`src/rtl/ssm_input_loader.sv`:
```
// Deserialises one token's fp16 operand stream (DT, DA, BM, CM, DD, X, optional HP) into the
// flat buses of ssm_block_fp16_top; start pulses 1 cycle after the last word, buses hold until core_done.
module ssm_input_loader #(
   parameter int B  = 1,
   parameter int H  = 4,
   parameter int P  = 4,
   parameter int N  = 4,
   parameter int DW = 16
) (
   input  logic                    clk,
   input  logic                    rst,
   input  logic                    in_valid,
   output logic                    in_ready,
   input  logic [DW-1:0]           in_data,
   input  logic                    in_last,
   input  logic                    load_h,
   input  logic                    core_done,
   output logic                    start,
   output logic                    busy,
   output logic                    frame_err,
   output logic [B*H*DW-1:0]       dt_flat,
   output logic [B*H*DW-1:0]       dA_flat,
   output logic [B*N*DW-1:0]       Bmat_flat,
   output logic [B*N*DW-1:0]       C_flat,
   output logic [H*DW-1:0]         D_flat,
   output logic [B*H*P*DW-1:0]     x_flat,
   output logic [B*H*P*N*DW-1:0]   h_prev_flat
);
   localparam int N_DT = B*H;
   localparam int N_BM = B*N;
   localparam int N_DD = H;
   localparam int N_X  = B*H*P;
   localparam int N_HP = B*H*P*N;
   localparam int IW   = $clog2(N_HP + 1);

   typedef enum logic [1:0] {ST_LOAD, ST_FIRE, ST_WAIT} state_t;
   typedef enum logic [2:0] {SEG_DT, SEG_DA, SEG_BM, SEG_CM, SEG_DD, SEG_X, SEG_HP} seg_t;

   state_t                  state_q, state_d;
   seg_t                    seg_q, seg_d;
   logic [IW-1:0]           idx_q, idx_d, seg_last;
   logic                    load_h_q, load_h_d;
   logic                    ferr_q, ferr_d;
   logic [N_DT*DW-1:0]      dt_q, dt_d, da_q, da_d;
   logic [N_BM*DW-1:0]      bm_q, bm_d, cm_q, cm_d;
   logic [N_DD*DW-1:0]      dd_q, dd_d;
   logic [N_X*DW-1:0]       x_q, x_d;
   logic [N_HP*DW-1:0]      hp_q, hp_d;

   logic accept, first_word, eff_load_h, at_seg_end, exp_last;

   assign in_ready   = (state_q == ST_LOAD);
   assign accept     = in_valid && in_ready;
   assign first_word = (seg_q == SEG_DT) && (idx_q == '0);
   // The frame's own load_h applies already to its first word's end-of-frame decision.
   assign eff_load_h = first_word ? load_h : load_h_q;
   assign at_seg_end = (idx_q == seg_last);
   assign exp_last   = at_seg_end && ((seg_q == SEG_HP) || (seg_q == SEG_X && !eff_load_h));

   always_comb begin
      seg_last = '0;
      case (seg_q)
         SEG_DT, SEG_DA: seg_last = IW'(N_DT - 1);
         SEG_BM, SEG_CM: seg_last = IW'(N_BM - 1);
         SEG_DD:         seg_last = IW'(N_DD - 1);
         SEG_X:          seg_last = IW'(N_X - 1);
         default:        seg_last = IW'(N_HP - 1);
      endcase
   end

   always_comb begin
      state_d  = state_q;
      seg_d    = seg_q;
      idx_d    = idx_q;
      load_h_d = load_h_q;
      ferr_d   = 1'b0;
      dt_d     = dt_q;
      da_d     = da_q;
      bm_d     = bm_q;
      cm_d     = cm_q;
      dd_d     = dd_q;
      x_d      = x_q;
      hp_d     = hp_q;

      case (state_q)
         ST_LOAD: begin
            if (accept) begin
               if (first_word) load_h_d = load_h;
               case (seg_q)
                  SEG_DT: for (int k = 0; k < N_DT; k++) if (idx_q == IW'(k)) dt_d[k*DW +: DW] = in_data;
                  SEG_DA: for (int k = 0; k < N_DT; k++) if (idx_q == IW'(k)) da_d[k*DW +: DW] = in_data;
                  SEG_BM: for (int k = 0; k < N_BM; k++) if (idx_q == IW'(k)) bm_d[k*DW +: DW] = in_data;
                  SEG_CM: for (int k = 0; k < N_BM; k++) if (idx_q == IW'(k)) cm_d[k*DW +: DW] = in_data;
                  SEG_DD: for (int k = 0; k < N_DD; k++) if (idx_q == IW'(k)) dd_d[k*DW +: DW] = in_data;
                  SEG_X:  for (int k = 0; k < N_X;  k++) if (idx_q == IW'(k)) x_d[k*DW +: DW]  = in_data;
                  default: for (int k = 0; k < N_HP; k++) if (idx_q == IW'(k)) hp_d[k*DW +: DW] = in_data;
               endcase

               if (exp_last) begin
                  state_d = ST_FIRE;
                  seg_d   = SEG_DT;
                  idx_d   = '0;
                  ferr_d  = !in_last;
               end else if (in_last) begin
                  // Early in_last: abandon the frame, keep what was written, resync at DT/0.
                  ferr_d = 1'b1;
                  seg_d  = SEG_DT;
                  idx_d  = '0;
               end else if (at_seg_end) begin
                  seg_d = seg_t'(seg_q + 3'd1);
                  idx_d = '0;
               end else begin
                  idx_d = idx_q + IW'(1);
               end
            end
         end
         ST_FIRE: state_d = ST_WAIT;
         ST_WAIT: if (core_done) state_d = ST_LOAD;
         default: state_d = ST_LOAD;
      endcase
   end

   always_ff @(posedge clk) begin
      if (rst) begin
         state_q  <= ST_LOAD;
         seg_q    <= SEG_DT;
         idx_q    <= '0;
         load_h_q <= 1'b0;
         ferr_q   <= 1'b0;
         dt_q     <= '0;
         da_q     <= '0;
         bm_q     <= '0;
         cm_q     <= '0;
         dd_q     <= '0;
         x_q      <= '0;
         hp_q     <= '0;
      end else begin
         state_q  <= state_d;
         seg_q    <= seg_d;
         idx_q    <= idx_d;
         load_h_q <= load_h_d;
         ferr_q   <= ferr_d;
         dt_q     <= dt_d;
         da_q     <= da_d;
         bm_q     <= bm_d;
         cm_q     <= cm_d;
         dd_q     <= dd_d;
         x_q      <= x_d;
         hp_q     <= hp_d;
      end
   end

   assign start       = (state_q == ST_FIRE);
   assign busy        = (state_q != ST_LOAD);
   assign frame_err   = ferr_q;
   assign dt_flat     = dt_q;
   assign dA_flat     = da_q;
   assign Bmat_flat   = bm_q;
   assign C_flat      = cm_q;
   assign D_flat      = dd_q;
   assign x_flat      = x_q;
   assign h_prev_flat = hp_q;
endmodule
```
`config.mk`:
```
export PLATFORM = sky130hd
export DESIGN_NAME = ssm_input_loader
export DESIGN_NICKNAME = d
export VERILOG_FILES = /design/src/rtl/ssm_input_loader.sv
export SDC_FILE = /design/constraint.sdc
export NUM_CORES = 2
export LEC_CHECK = 0
export CAP_MARGIN = 25
export CORE_AREA = 8 8 622 624
export CTS_CLUSTER_DIAMETER = 50
export DETAILED_ROUTE_END_ITERATION = 7
export DIE_AREA = 0 0 630 632
export DONT_BUFFER_PORTS = 1
export PLACE_DENSITY = 0.4
export SLEW_MARGIN = 20
export SYNTH_ARGS = -nofsm -noshare
export SYNTH_HDL_FRONTEND = slang
export SYNTH_SLANG_ARGS = --single-unit
```
`constraint.sdc`:
```
create_clock -name clk -period 6.2 [get_ports clk]
set_input_delay 0.93 -clock clk [delete_from_list [all_inputs] [get_ports clk]]
set_output_delay 0.93 -clock clk [all_outputs]
set_load 0.01 [all_outputs]
```
==> results.md <==
- STA puts the critical path data required time at a little under 7 ns.
- By instance count, the leading cell after synthesis is nand2_1.
- Combinational cells account for 1.2% of the total power.
- The core occupancy in the finished layout is 18.6%.
- The aggregate negative setup slack is 0 ns.
- The routed layout has 46440 vias.
- The final count of hold timing violations came to 0.
- The first global-routing pass estimated around 410 mm of wire.
- The share of total power in the clock network is around 55%.
- The via count of the first global-routing pass came to 44268.
- In this run the remaining antenna-violating nets after routing total 0.
- The net switching power is 5.54 mW.
- The total instance count after detailed placement is 11295.
- The core footprint is 377000 µm².
- Setup violations remaining at the end of the flow were counted as 0.
- The overall overflow remaining after global route is 0.
- The post-CTS setup buffer count is 0.
- The first detailed-routing pass ran for 6 iterations.
- The estimated wirelength of the detail-placed design is 204 mm.
- The total of cells resized after clock tree synthesis is 0.
- The peak ir drop on the vdd network is 0.253 mV.
- The worst setup path is captured at a register.
- The synthesis-stage register bit count is roughly 1600.
- The most used flip-flop cell after synthesis is dfxtp_1.
- Sorting the synthesized cells by area gives the leading types as dfxtp_1, nand2_1, a21oi_1, mux2i_1, nor2_1.
- The max-slew violation count is 0.
- The die outline height is 632 µm.
- The total nets after synthesis is 6816.
- With fillers left out, the area of the finished cells amounts to 70100 µm².
- The final RePlAce weighted congestion is 0.767.
- The count of routing violations after the opening detailed-route iteration is 3699.
- After detailed routing, the average wire length per cell comes to roughly 26 µm.
- In the global route stage, overall resource usage came out at 14.5%.
- The die covers around 400000 µm².
- The kind of start point of the critical path is a register.
- The cell area after synthesis is between 50000 and 60000 µm².
- Power spread over the standard cell area amounts to 341 nW/µm².
- The gate count of the mapped netlist is 6785.
- Measured against its own limit, the worst slew margin works out to 25.3%.
- The design internal power is between 15 and 20 mW.
- The effective utilization at floorplan is 15.2%.
- The number of filler instances in the final layout is 41790.
- The min-delay analysis places its worst path in the category input port to register.
- TritonCTS built the clock tree.
- For this design the static power due to leakage is 25.8 nW.
- The tree is rooted in a clkbuf_16.
- The cell taking the most area after synthesis is dfxtp_1.
- The portion of the post-synthesis area used by sequential elements is 56.2%.
- The sequential cell fraction of total power is 43.5%.
- By startpoint and endpoint, the worst setup path is classified as register to register.
- Setup repair after global routing left no endpoint under its margin.
- The cell row count is 226.
- Clock latency on the worst-skew pair, taken at its later pin, is 0.92 ns.
- The share of layout cells above drive strength 1 is between 8 and 9%.
- For the pin with the worst max-slew slack, the measured transition is ~1.1 ns.
- The number of antenna violations at the first check in global routing is 11.
- During placement, the flow inserted port buffers numbering 0.
- Of the available clock period, the critical path in the final layout requires between 50% and 60%.
- The run finished with clean final reports.
- The final non-filler cell total is 11711.
- The register clock-pin slew on the reported worst setup and hold paths is 0.06 ns.
- The horizontal die dimension is 630 µm.
- The post-synthesis area per instance is 8.48 µm².
- The maximum fanout count along the critical path is 16.
- 1626 I/O pins were placed.
- The detailed-route wire length is 308 mm.
- The maximum number of pins on one net before global-route repair is 192.
- Max-cap violations in this run came to 0.
- Dividing the detail-routed via count by the number of cells gives 3.97.
- The post-layout minimum cycle time is between 3 and 4 ns.
- The remaining design rule violation count is 0.
- By count the netlist is led by nand2_1, dfxtp_1, a21oi_1.
- The post-detailed-placement cell area is 62300 µm².
- After synthesis, the share of flip-flops with an asynchronous set or reset is 0%.
- The switching power as a share of total power is between 20 and 25%.
- The number of enable-type register cells in the synthesized netlist is 0.
- The final setup slack of the worst path is roughly 2.6 ns.
- At the placement stage, the worst setup path has a slack of roughly 2.4 ns.
- The clock tree buffer depth is 4.
- On the final layout, the worst clock skew is 0.0730 ns.
- The number of nets at the end of the flow is 6540.
- CTS built an H-tree with a depth of 4.
- The total CTS buffers is 224.
- The achievable frequency is 0.281 GHz.
- The sink count of the clock tree is 1614.
- From synthesis to final layout, the design area changed by 21.8%.
- For this run, the number of Yosys warnings is 0.
- At the worst endpoint, the arrival time is 4.27 ns.
- Of the post-synthesis cell area, the dominant cell type holds 56.2%.
- Yosys mapped the design onto 49 distinct sky130hd cell types.
- Buffers inserted to repair hold after CTS numbered 0.
routing by layer:
metal / GRT usage [%] / routed length [µm] / vias to the layer above
li1: - / - / 21373
met3: 5.71 / 31500 / 494
met5: 0 / 0 / -
met2: 26.0 / 155000 / 2080
met4: 5.10 / 11400 / 0
met1: 15.4 / 110000 / 22493
layout by cell type (no fill, tap or decap), types with 9 or more instances in the layout:
cell type	n
clkinv_4	9
clkbuf_16	225
and2_1	32
nor2_2	10
ha_1	9
inv_1	10
buf_4	68
clkbuf_1	35
diode_2	10
nor3_2	12
clkbuf_8	25
bufinv_16	21
nand3_1	11
mux2i_1	513
dfxtp_1	1614
clkinv_2	31
nor2_1	529
clkinvlp_4	13
nand3_4	30
nor2_4	24
inv_6	13
nand2_1	2255
a21oi_1	1093
inv_8	17
path summary, 6_finish.rpt:
check                            startpoint               end  slack [ns]  depth (start not counted)
worst max-delay path             state_q[0]  h_prev_flat[491]        2.64                          5
worst min-delay path            in_data[14]        x_flat[46]        0.19                          2
worst max register to register   state_q[0]  h_prev_flat[491]        2.64                          5
worst min register to register     load_h_q          load_h_q        0.50                          2
critical path: stages, from the launching register on:
cell	delay [ns]
dfxtp_1	0.43
nand4bb_1	0.75
nor2_4	0.92
nand3_2	0.81
mux2i_1	0.38
nor2_1	0.06
kinds of logic (layout without fill, tap and decap cells):
group           after synthesis  after routing  share of synthesized area [%]
buf+inv                     596            496                           4.48
flops                      1614           1614                           56.2
simple gates               2942           2942                           20.5
mux                         515            515                           8.96
fa+ha+maj                     9              9                          0.196
compound gates             1106           1106                           9.67
xor+xnor                      3              3                         0.0457
other cells                   0             10                              0
area by class of cell:
class                   count  area, µm²  area share [%]
well taps                5016       6280            8.96
diodes                     10       25.0          0.0357
flip-flops and latches   1614      32300            46.1
inverters                  10       37.5          0.0536
repair buffers             84        825            1.18
clock inverters           117       1570            2.24
clock buffers             285       6110            8.72
multi-input cells        4575      22900            32.7
metrics by stage:
| stage | hold slack (ns) | power, mW |
|---|---|---|
| 2_1_floorplan | 0.436 | 10.9 |
| 6_report | 0.186 | 23.9 |
| 5_1_grt | 0.0902 | 24.7 |
| 3_5_place_dp | 0.499 | 10.9 |
| 3_3_place_gp | 0.494 | 10.9 |
| 4_1_cts | 0.0980 | 24.3 |
registers in the layout, summed over array words and instances, names as in the netlist:
register / flops
h_prev_flat: 1024
x_flat: 256
Bmat_flat: 64
C_flat: 64
D_flat: 64
dA_flat: 64
dt_flat: 64
idx_q: 7
seg_q: 3
state_q: 2
frame_err: 1
load_h_q: 1
power by group through the flow:
stage                     combinational [mW]  sequential [mW]  clock [mW]
after floorplan                        0.319             10.6           0
after global placement                 0.278             10.6           0
after detailed placement               0.284             10.6           0
after CTS                              0.284             10.4        13.6
after global routing                   0.300             10.4        14.0
final                                  0.278             10.4        13.2
(Power assumes the default switching activity.)
